### src/rtl/fpu_wb_arbiter.sv
// FPU writeback arbiter: per-source FIFOs drained round-robin onto two GPR write ports; grant-to-port is 1 cycle, push-to-port 2.
// Sources cannot be back-pressured: a registered stall warns issue logic early, and a push into a full FIFO is dropped and flagged.
module fpu_wb_fifo #(
  parameter int W     = 37,
  parameter int DEPTH = 4
) (
  input  logic                     clk,
  input  logic                     rstn,
  input  logic                     push,
  input  logic                     pop,
  input  logic [W-1:0]             din,
  output logic [W-1:0]             dout,
  output logic [$clog2(DEPTH):0]   cnt,
  output logic [$clog2(DEPTH):0]   cnt_nxt,
  output logic                     drop
);
  localparam int AW = $clog2(DEPTH);

  logic [W-1:0]  mem [DEPTH];
  logic [AW-1:0] wr_ptr;
  logic [AW-1:0] rd_ptr;
  logic          pop_ok;
  logic          push_ok;

  // A same-cycle pop frees the slot, so a full FIFO can still accept a push.
  assign pop_ok  = pop && (cnt != '0);
  assign push_ok = push && ((cnt != (AW+1)'(DEPTH)) || pop_ok);
  assign drop    = push && !push_ok;
  assign dout    = mem[rd_ptr];

  always_comb begin
    cnt_nxt = cnt;
    if (push_ok && !pop_ok)
      cnt_nxt = cnt + (AW+1)'(1);
    else if (!push_ok && pop_ok)
      cnt_nxt = cnt - (AW+1)'(1);
  end

  always_ff @(posedge clk or negedge rstn) begin
    if (!rstn) begin
      wr_ptr <= '0;
      rd_ptr <= '0;
      cnt    <= '0;
    end else begin
      if (push_ok) wr_ptr <= wr_ptr + AW'(1);
      if (pop_ok)  rd_ptr <= rd_ptr + AW'(1);
      cnt <= cnt_nxt;
    end
  end

  always_ff @(posedge clk) begin
    if (push_ok) mem[wr_ptr] <= din;
  end
endmodule

module fpu_wb_arbiter #(
  parameter int N_SRC      = 14,
  parameter int DEPTH      = 4,
  parameter int STALL_FREE = 2
) (
  input  logic                  clk,
  input  logic                  rstn,
  input  logic [N_SRC-1:0]      src_valid,
  input  logic [N_SRC*5-1:0]    src_rt,
  input  logic [N_SRC*32-1:0]   src_tdata,
  output logic [1:0]            wp_valid,
  output logic [9:0]            wp_rt,
  output logic [63:0]           wp_tdata,
  output logic                  stall,
  output logic                  overflow
);
  localparam int SW = $clog2(N_SRC);
  localparam int CW = $clog2(DEPTH) + 1;

  typedef struct packed {
    logic [4:0]  rt;
    logic [31:0] dat;
  } res_t;

  res_t             head    [N_SRC];
  logic [CW-1:0]    cnt     [N_SRC];
  logic [CW-1:0]    cnt_nxt [N_SRC];
  logic [N_SRC-1:0] not_empty;
  logic [N_SRC-1:0] near_full;
  logic [N_SRC-1:0] pop;
  logic [N_SRC-1:0] drop;

  logic [SW-1:0]    rr_ptr;
  logic [SW-1:0]    rr_nxt;
  logic [SW-1:0]    last_idx;
  logic [SW:0]      idx_w;
  logic [SW-1:0]    scan_idx;
  logic             g0_hit;
  logic [SW-1:0]    g0_idx;
  logic             g1_cand_hit;
  logic [SW-1:0]    g1_cand;
  logic             g1_hit;

  for (genvar i = 0; i < N_SRC; i++) begin : g_src
    res_t din;
    assign din = '{rt: src_rt[5*i +: 5], dat: src_tdata[32*i +: 32]};

    fpu_wb_fifo #(.W($bits(res_t)), .DEPTH(DEPTH)) u_fifo (
      .clk     (clk),
      .rstn    (rstn),
      .push    (src_valid[i]),
      .pop     (pop[i]),
      .din     (din),
      .dout    (head[i]),
      .cnt     (cnt[i]),
      .cnt_nxt (cnt_nxt[i]),
      .drop    (drop[i])
    );

    assign not_empty[i] = (cnt[i] != '0);
    assign near_full[i] = (cnt_nxt[i] >= CW'(DEPTH - STALL_FREE));
  end

  // Rotating scan from rr_ptr; only the first two non-empty heads are considered.
  always_comb begin
    g0_hit      = 1'b0;
    g0_idx      = '0;
    g1_cand_hit = 1'b0;
    g1_cand     = '0;
    idx_w       = '0;
    scan_idx    = '0;
    for (int k = 0; k < N_SRC; k++) begin
      idx_w = {1'b0, rr_ptr} + (SW+1)'(k);
      if (idx_w >= (SW+1)'(N_SRC))
        idx_w = idx_w - (SW+1)'(N_SRC);
      scan_idx = idx_w[SW-1:0];
      if (not_empty[scan_idx]) begin
        if (!g0_hit) begin
          g0_hit = 1'b1;
          g0_idx = scan_idx;
        end else if (!g1_cand_hit) begin
          g1_cand_hit = 1'b1;
          g1_cand     = scan_idx;
        end
      end
    end
  end

  // Two writes to the same GPR in one cycle would collide, so the l port idles instead.
  assign g1_hit   = g1_cand_hit && (head[g1_cand].rt != head[g0_idx].rt);
  assign last_idx = g1_hit ? g1_cand : g0_idx;
  assign rr_nxt   = (last_idx == SW'(N_SRC - 1)) ? '0 : last_idx + SW'(1);

  always_comb begin
    pop = '0;
    if (g0_hit) pop[g0_idx]  = 1'b1;
    if (g1_hit) pop[g1_cand] = 1'b1;
  end

  always_ff @(posedge clk or negedge rstn) begin
    if (!rstn) begin
      rr_ptr   <= '0;
      wp_valid <= '0;
      wp_rt    <= '0;
      wp_tdata <= '0;
      stall    <= 1'b0;
      overflow <= 1'b0;
    end else begin
      wp_valid <= {g1_hit, g0_hit};
      if (g0_hit) begin
        wp_rt[4:0]     <= head[g0_idx].rt;
        wp_tdata[31:0] <= head[g0_idx].dat;
        rr_ptr         <= rr_nxt;
      end
      if (g1_hit) begin
        wp_rt[9:5]      <= head[g1_cand].rt;
        wp_tdata[63:32] <= head[g1_cand].dat;
      end
      stall    <= |near_full;
      overflow <= overflow | (|drop);
    end
  end
endmodule

### config.mk
export PLATFORM = sky130hd
export DESIGN_NAME = fpu_wb_arbiter
export DESIGN_NICKNAME = d
export VERILOG_FILES = /design/src/rtl/fpu_wb_arbiter.sv
export SDC_FILE = /design/constraint.sdc
export NUM_CORES = 2
export LEC_CHECK = 0
export ABC_CLOCK_PERIOD_IN_PS = 8700
export CAP_MARGIN = 10
export CORE_AREA = 4 4 649 394
export DETAILED_ROUTE_END_ITERATION = 10
export DIE_AREA = 0 0 653 398
export PLACE_DENSITY = 0.59
export SKIP_LAST_GASP = 1
export SYNTH_ARGS = -nofsm -noshare
export SYNTH_HDL_FRONTEND = slang
export SYNTH_SLANG_ARGS = --single-unit
### constraint.sdc
create_clock -name clk -period 8.7 [get_ports clk]
set_clock_uncertainty 0.1 [all_clocks]
set_input_delay 1.305 -clock clk [delete_from_list [all_inputs] [get_ports clk]]
set_output_delay 1.305 -clock clk [all_outputs]
set_load 0.005 [all_outputs]
**Yosys cells after proc, flatten, opt, wreduce, memory -nomap -nowiden**

Memories as Yosys holds them, arrays and structs flattened.
Index checks and enable logic that the tools add are counted.

- Register bits: 180
- Bits in writable memories: 2072
- Input bits: 534
- Output and inout bits: 78
- Logic and storage cells: 564
- Memories: 14

- $add $sub $neg: 84
- Order comparisons: 48
- Equal/unequal tests: 16
- Mux-type cells: 217
- Bitwise logic cells: 4
- Reductions and logical operators: 131

Memory list:

| name | words | width | read ports | clocked after Yosys merged registers in | write ports | line | text |
|---|---|---|---|---|---|---|---|
| g_src[0].u_fifo.mem | 4 | 37 | 1 | 0 | 1 | 19 | `logic [W-1:0] mem [DEPTH];` |
| g_src[10].u_fifo.mem | 4 | 37 | 1 | 0 | 1 | 19 |  |
| g_src[11].u_fifo.mem | 4 | 37 | 1 | 0 | 1 | 19 |  |
| g_src[12].u_fifo.mem | 4 | 37 | 1 | 0 | 1 | 19 |  |
| g_src[13].u_fifo.mem | 4 | 37 | 1 | 0 | 1 | 19 |  |
| g_src[1].u_fifo.mem | 4 | 37 | 1 | 0 | 1 | 19 |  |
| +8 memories | -- | -- | -- | -- | -- | -- |  |

Operators with widths:

| cell | number |
|---|---|
| 2-to-1 mux 4 bit | 81 |
| binary-select mux 37 bit (select 4 bit) | 2 |
| 2-to-1 mux 37 bit | 4 |
| 2-to-1 mux 1 bit | 84 |
| 2-to-1 mux 3 bit | 28 |
| less-than comparator 4 x 5 -> 1 bit, second input constant | 16 |
| logical AND 1 bit | 73 |
| >= comparator 5 x 4 -> 1 bit, second input constant | 13 |
| adder 2 x 1 -> 2 bit, second input constant | 28 |
| binary-select mux 1 bit (select 4 bit) | 14 |
| subtractor 4 bit, second input constant | 14 |
| adder 3 x 1 -> 3 bit, second input constant | 14 |
| >= comparator 3 x 2 -> 1 bit, second input constant | 14 |
| != test 3 bit, second input constant | 14 |
| nonzero test 3 bit | 14 |
| subtractor 3 x 1 -> 3 bit, second input constant | 14 |
| adder 4 x 4 -> 5 bit, second input constant | 6 |
| zero test 1 bit | 28 |
| 2-to-1 mux 14 bit | 2 |
| OR reduction 14 bit | 2 |
| adder 4 x 3 -> 5 bit, second input constant | 4 |
| logical OR 1 bit | 14 |
| bitwise OR 14 bit | 1 |
| adder 4 x 2 -> 5 bit, second input constant | 2 |
| 10 further kinds | 14 |

**Longest topological paths before layout**

- Depth after elaboration: 59
- Depth in mapped cells: 39
- Gate-level depth less buffers: 29

**Cells and area by module**

From an unflattened synthesis, not the netlist that was laid out.

- Cells, all modules: 6120
- Area, all modules: 100074.7 um^2

Modules (own cells, without submodules):

| module | times used | cells each | area each (um^2) | sequential area each (um^2) |
|---|---|---|---|---|
| fpu_wb_fifo (g_src[11].u_fifo ...) | 8 | 250 | 5869.4 | 4619.4 |
| fpu_wb_fifo (g_src[0].u_fifo ...) | 5 | 256 | 5884.4 | 4619.4 |
| fpu_wb_arbiter | 1 | 2587 | 17810.8 | 2052.0 |
| fpu_wb_fifo (g_src[10].u_fifo) | 1 | 253 | 5886.9 | 4619.4 |

**Least setup slack after synthesis**

Ideal clock, no wire load.

- Path type: register to register
- Start point: register rr_ptr[0]
- End point: memory g_src[7].u_fifo.mem[0][0] (enable)
- Setup time: 431 ps
- Arrival time: 8772 ps
- Data required time: 8169 ps
- Setup slack: -604 ps
- Cell stages (with the launch flop): 33
- Path buffers: 7
- Period minus slack after synthesis: 9304 ps
- Cell sequence: dfrtp_1 buf_2 inv_2 buf_2 ha_1 inv_1 clkbuf_1 clkbuf_1 ha_1 clkbuf_1 a211oi_1 a2111oi_0 o21ai_0 a311o_1 and2_4 or4_1 maj3_2 nor3_1 a22o_1 a211oi_2 and3_1 buf_2 nor2_4 buf_2 mux2i_1 o22ai_1 nor4_1 xnor2_1 nand4_4 a21boi_1 inv_1 o21ai_1 nor2_1

- Cells in the longest elaborated chain, start to end: 55
- Elaborated cells on any way between the ends: 216
- Classes of those cells: add/sub (27); order compare (18); eq/ne (1); mux (161); bitwise (3); reduce/logical (6)

RTL lines:

| item | line | text |
|---|---|---|
| from (decl) | 88 | `logic [SW-1:0] rr_ptr;` |
| from (signal assigned) | 168 | `rr_ptr <= rr_nxt;` |
| parallel branches: the longest is 49 deep, another holds adder 4 x 1 -> 5 bit | -- |  |
| 2-to-1 mux 14 bit (*) | 152 | `if (g1_hit) pop[g1_cand] = 1'b1;` |
| logical AND 1 bit (*) | 26 | `assign pop_ok = pop && (cnt != '0);` |
| logical OR 1 bit (*) | 27 | `assign push_ok = push && ((cnt != (AW+1)'(DEPTH)) \|\| pop_ok);` |
| logical AND 1 bit (*) | 27 |  |
| 2-to-1 mux 1 bit (*) | 52 | `if (push_ok) mem[wr_ptr] <= din;` |
| 2-to-1 mux 1 bit (implied by the code) (*) | 52 |  |
| to (decl) | 19 |  |

Every way passes the cells marked *. The select of a mux whose other input is x is not followed.

==> results_dict.tcl <==
set metrics [dict create \
    clk_latency_ps 910 \
    critPathKind "register to register" \
    synth_cells 6140 \
    hp-class "input pin to async pin" \
    cts_max_path_buffers 4 \
    tightest_slew_ps 1340 \
    endpoint "stall" \
    outcome "finished clean" \
    setup.worst_path.start "rr_ptr[0]" \
    multi_input_area_mm2 0.0316 \
    antenna_found_initial 114 \
    clock_sinks 2252 \
    min_period_ps 8490 \
    vias 66752 \
    yosys.cell_count.top_type "edfxtp_1" \
    pin_count 612 \
    final_cell_area_mm2 0.123 \
    wl_per_cell_um 37.2 \
    cpMostUsedCell "buf_4" \
    drc 0 \
    seq_area_mm2 0.0668 \
    syn-cell-area_mm2 0.0994 \
    final_layout_size_suffix_gt1_frac 0.262 \
    fillers 20802 \
    synth_flop_cell "edfxtp_1" \
    cts_root_buf "clkbuf_16" \
    fp.dieH_um 398 \
    die_w_um 653 \
    gp_congestion 1.04 \
    max-cap-violations 0 \
    fin_nets 8102 \
    r2r_start "rr_ptr[0]" \
    worstSetupEndpointType "register" \
    syn_nets 6797 \
    netlist_top_cells_area "edfxtp_1 63%, mux4_2 12%, dfrtp_1 4.5%" \
    start_util 0.399 \
    synthArstFlopShare 0.0799 \
    path_clk_slew_ps 70 \
    port_buffers 611 \
    cts_hold_buf 0 \
    setup_violations 0 \
    slew_viol_final 0 \
    grt_max_degree 79 \
    r2r_end "stall" \
    ff2ff_path_depth 37 \
    wirelength_um 408000 \
    cts_max_level 4 \
    first_iter_violations 10512 \
    fin_setup_tns_ps 0 \
    synth_common_cells "2072 x edfxtp_1, 514 x mux4_2, 413 x nand2_1, 345 x nor2_1, 268 x clkbuf_1" \
    via_per_inst 6.08 \
    drt.antenna.violating_nets 0 \
    hold_ws_ps 315 \
    dpl_cell_area_mm2 0.116 \
    syn_area_per_cell_um2 16.2 \
    coreArea_mm2 0.249 \
    arrival_ps 9080 \
    period_share 0.976 \
    required_ps 9290 \
    worst_path_dominant_cell_family "compound AO/OA/AOI/OAI gates" \
    grt-ovfl-total 0 \
    synth_top_cell_by_area "edfxtp_1" \
    hold_violations 0 \
    slowest_delay_ps 630 \
    yosysSeqAreaShare 0.672 \
    path_depth 37 \
    row_count 142 \
    ys_seq_elements 2252 \
    maxSlewHeadroom 0.0978 \
    fmax_mhz 118 \
    yosysTopAreaCellShare 0.626 \
    r2r_slack_ps 210 \
    grt_pass1_vias 62279 \
    crit_path_max_fanout 6 \
    detail_route.first_pass.iterations 6 \
    yosysWarnings 0 \
    grt_pass1_wl_um 543000 \
    die_area_mm2 0.260 \
    cts_tree "done" \
    path_buf_inv 11 \
    area_growth_pct 24.1 \
    ys_types 125 \
    fin_ws_ps 210 \
    grt_usage 0.307 \
    place_ws_ps -451 \
    slowest_stage "or4b_4" \
    synth_edf_count 2072 \
    numCtsBuffers 210 \
    worst_setup_path_start_kind "register" \
    place_hpwl_um 319000 \
]
[routing by layer]
metal	wire [um]	part of all wire	track usage	vias to the layer above
li1	-	-	-	27339
met2	163000	0.40	0.408	4060
met3	57600	0.14	0.136	721
met5	310	0.00076	0	-
met4	17200	0.042	0.110	46
met1	170000	0.42	0.442	34586
[layout by cell type, fill, tap and decap left out, types with 22 or more instances in the layout]
cell type,netlist,layout
mux2i_1,248,237
buf_12,0,97
and2_1,92,43
clkbuf_1,268,51
a21oi_1,182,179
a21o_1,27,27
clkbuf_16,0,211
nand2_1,413,410
a22oi_1,65,63
dfrtp_2,0,24
a31o_2,31,31
xnor2_1,73,69
o21ai_0,228,219
a211oi_1,106,99
clkinv_2,0,22
buf_4,4,739
nor3_1,53,48
and2_2,0,44
nor2b_1,32,29
nand2b_1,30,30
clkdlybuf4s50_1,0,610
a31oi_1,65,60
clkinv_1,0,40
mux2_2,50,49
ha_1,122,114
o211ai_1,45,45
dfrtp_1,180,156
edfxtp_1,2072,2072
a22o_1,32,31
nor2_1,345,323
diode_2,0,66
mux4_2,514,514
nand3_1,162,160
inv_1,108,106
a221oi_1,51,48
[repair_timing]
action	in CTS	in global routing
gates resized for setup	13	130
pin swaps	1	27
cloned	0	2
endpoints found under the setup margin	1784	1924
setup buffers	0	28
[cells by family (layout without fill, tap and decap cells)]
kind of cell	Yosys count	count (layout)	share of synthesized area
AOI/OAI and AO/OA	1082	1082	0.0758
xor gates and xnor gates	89	89	0.00832
adders and majority gates	128	128	0.0161
buffers and inverters	481	1943	0.0191
DFF	2252	2252	0.672
muxes	814	814	0.147
other	0	66	0
and+or+nand+nor	1294	1295	0.0618
[layout make-up]
| class | instances | share of cell area |
|---|---|---|
| diodes | 66 | 0.00134 |
| clock buffers | 272 | 0.0455 |
| clock inverters | 98 | 0.00714 |
| inverters | 112 | 0.00342 |
| multi-input cells | 3408 | 0.256 |
| flip-flops and latches | 2252 | 0.541 |
| well taps | 3312 | 0.0336 |
| repair buffers | 1461 | 0.112 |
[state kept, by name (all words and copies together), names as in the netlist]
register             cells
stall                    1
wp_tdata                64
g_src.u_fifo.wr_ptr     28
rr_ptr                   4
wp_rt                   10
wp_valid                 2
g_src.u_fifo.mem      2072
g_src.u_fifo.rd_ptr     28
g_src.u_fifo.cnt        42
overflow                 1
[metrics by stage]
step | std cells | utilization
final | 10981 | 0.496
after global routing | 10926 | 0.495
after CTS | 10885 | 0.492
after detailed placement | 10515 | 0.465
after global placement | 10514 | 0.465
after floorplan | 6140 | -
[worst reg2reg max path: cells and delay by family (launching register included)]
kind | cells | cell delay (ps)
adder cells (fa/ha/maj) | 3 | 780
flip-flops | 1 | 420
AO/OA/AOI/OAI | 12 | 2590
XOR/XNOR | 2 | 340
buffers and inverters | 11 | 1790
multiplexers | 1 | 160
AND/OR/NAND/NOR | 8 | 2150
[worst min path at each step]
| stage | end | slack, ps | cells past startpoint |
|---|---|---|---|
| after floorplan | wp_rt[7] | 370 | 2 |
| after global placement | g_src[13].u_fifo.rd_ptr[1] | 360 | 1 |
| after detailed placement | wp_tdata[61] | 370 | 1 |
| after CTS | g_src[8].u_fifo.rd_ptr[1] | 320 | 1 |
| after global routing | g_src[10].u_fifo.wr_ptr[0] | 340 | 1 |
| final | g_src[10].u_fifo.wr_ptr[1] | 320 | 1 |
Power is not shown: default switching activity piles up to over one toggle a cycle in this logic, so the estimate is an artifact.
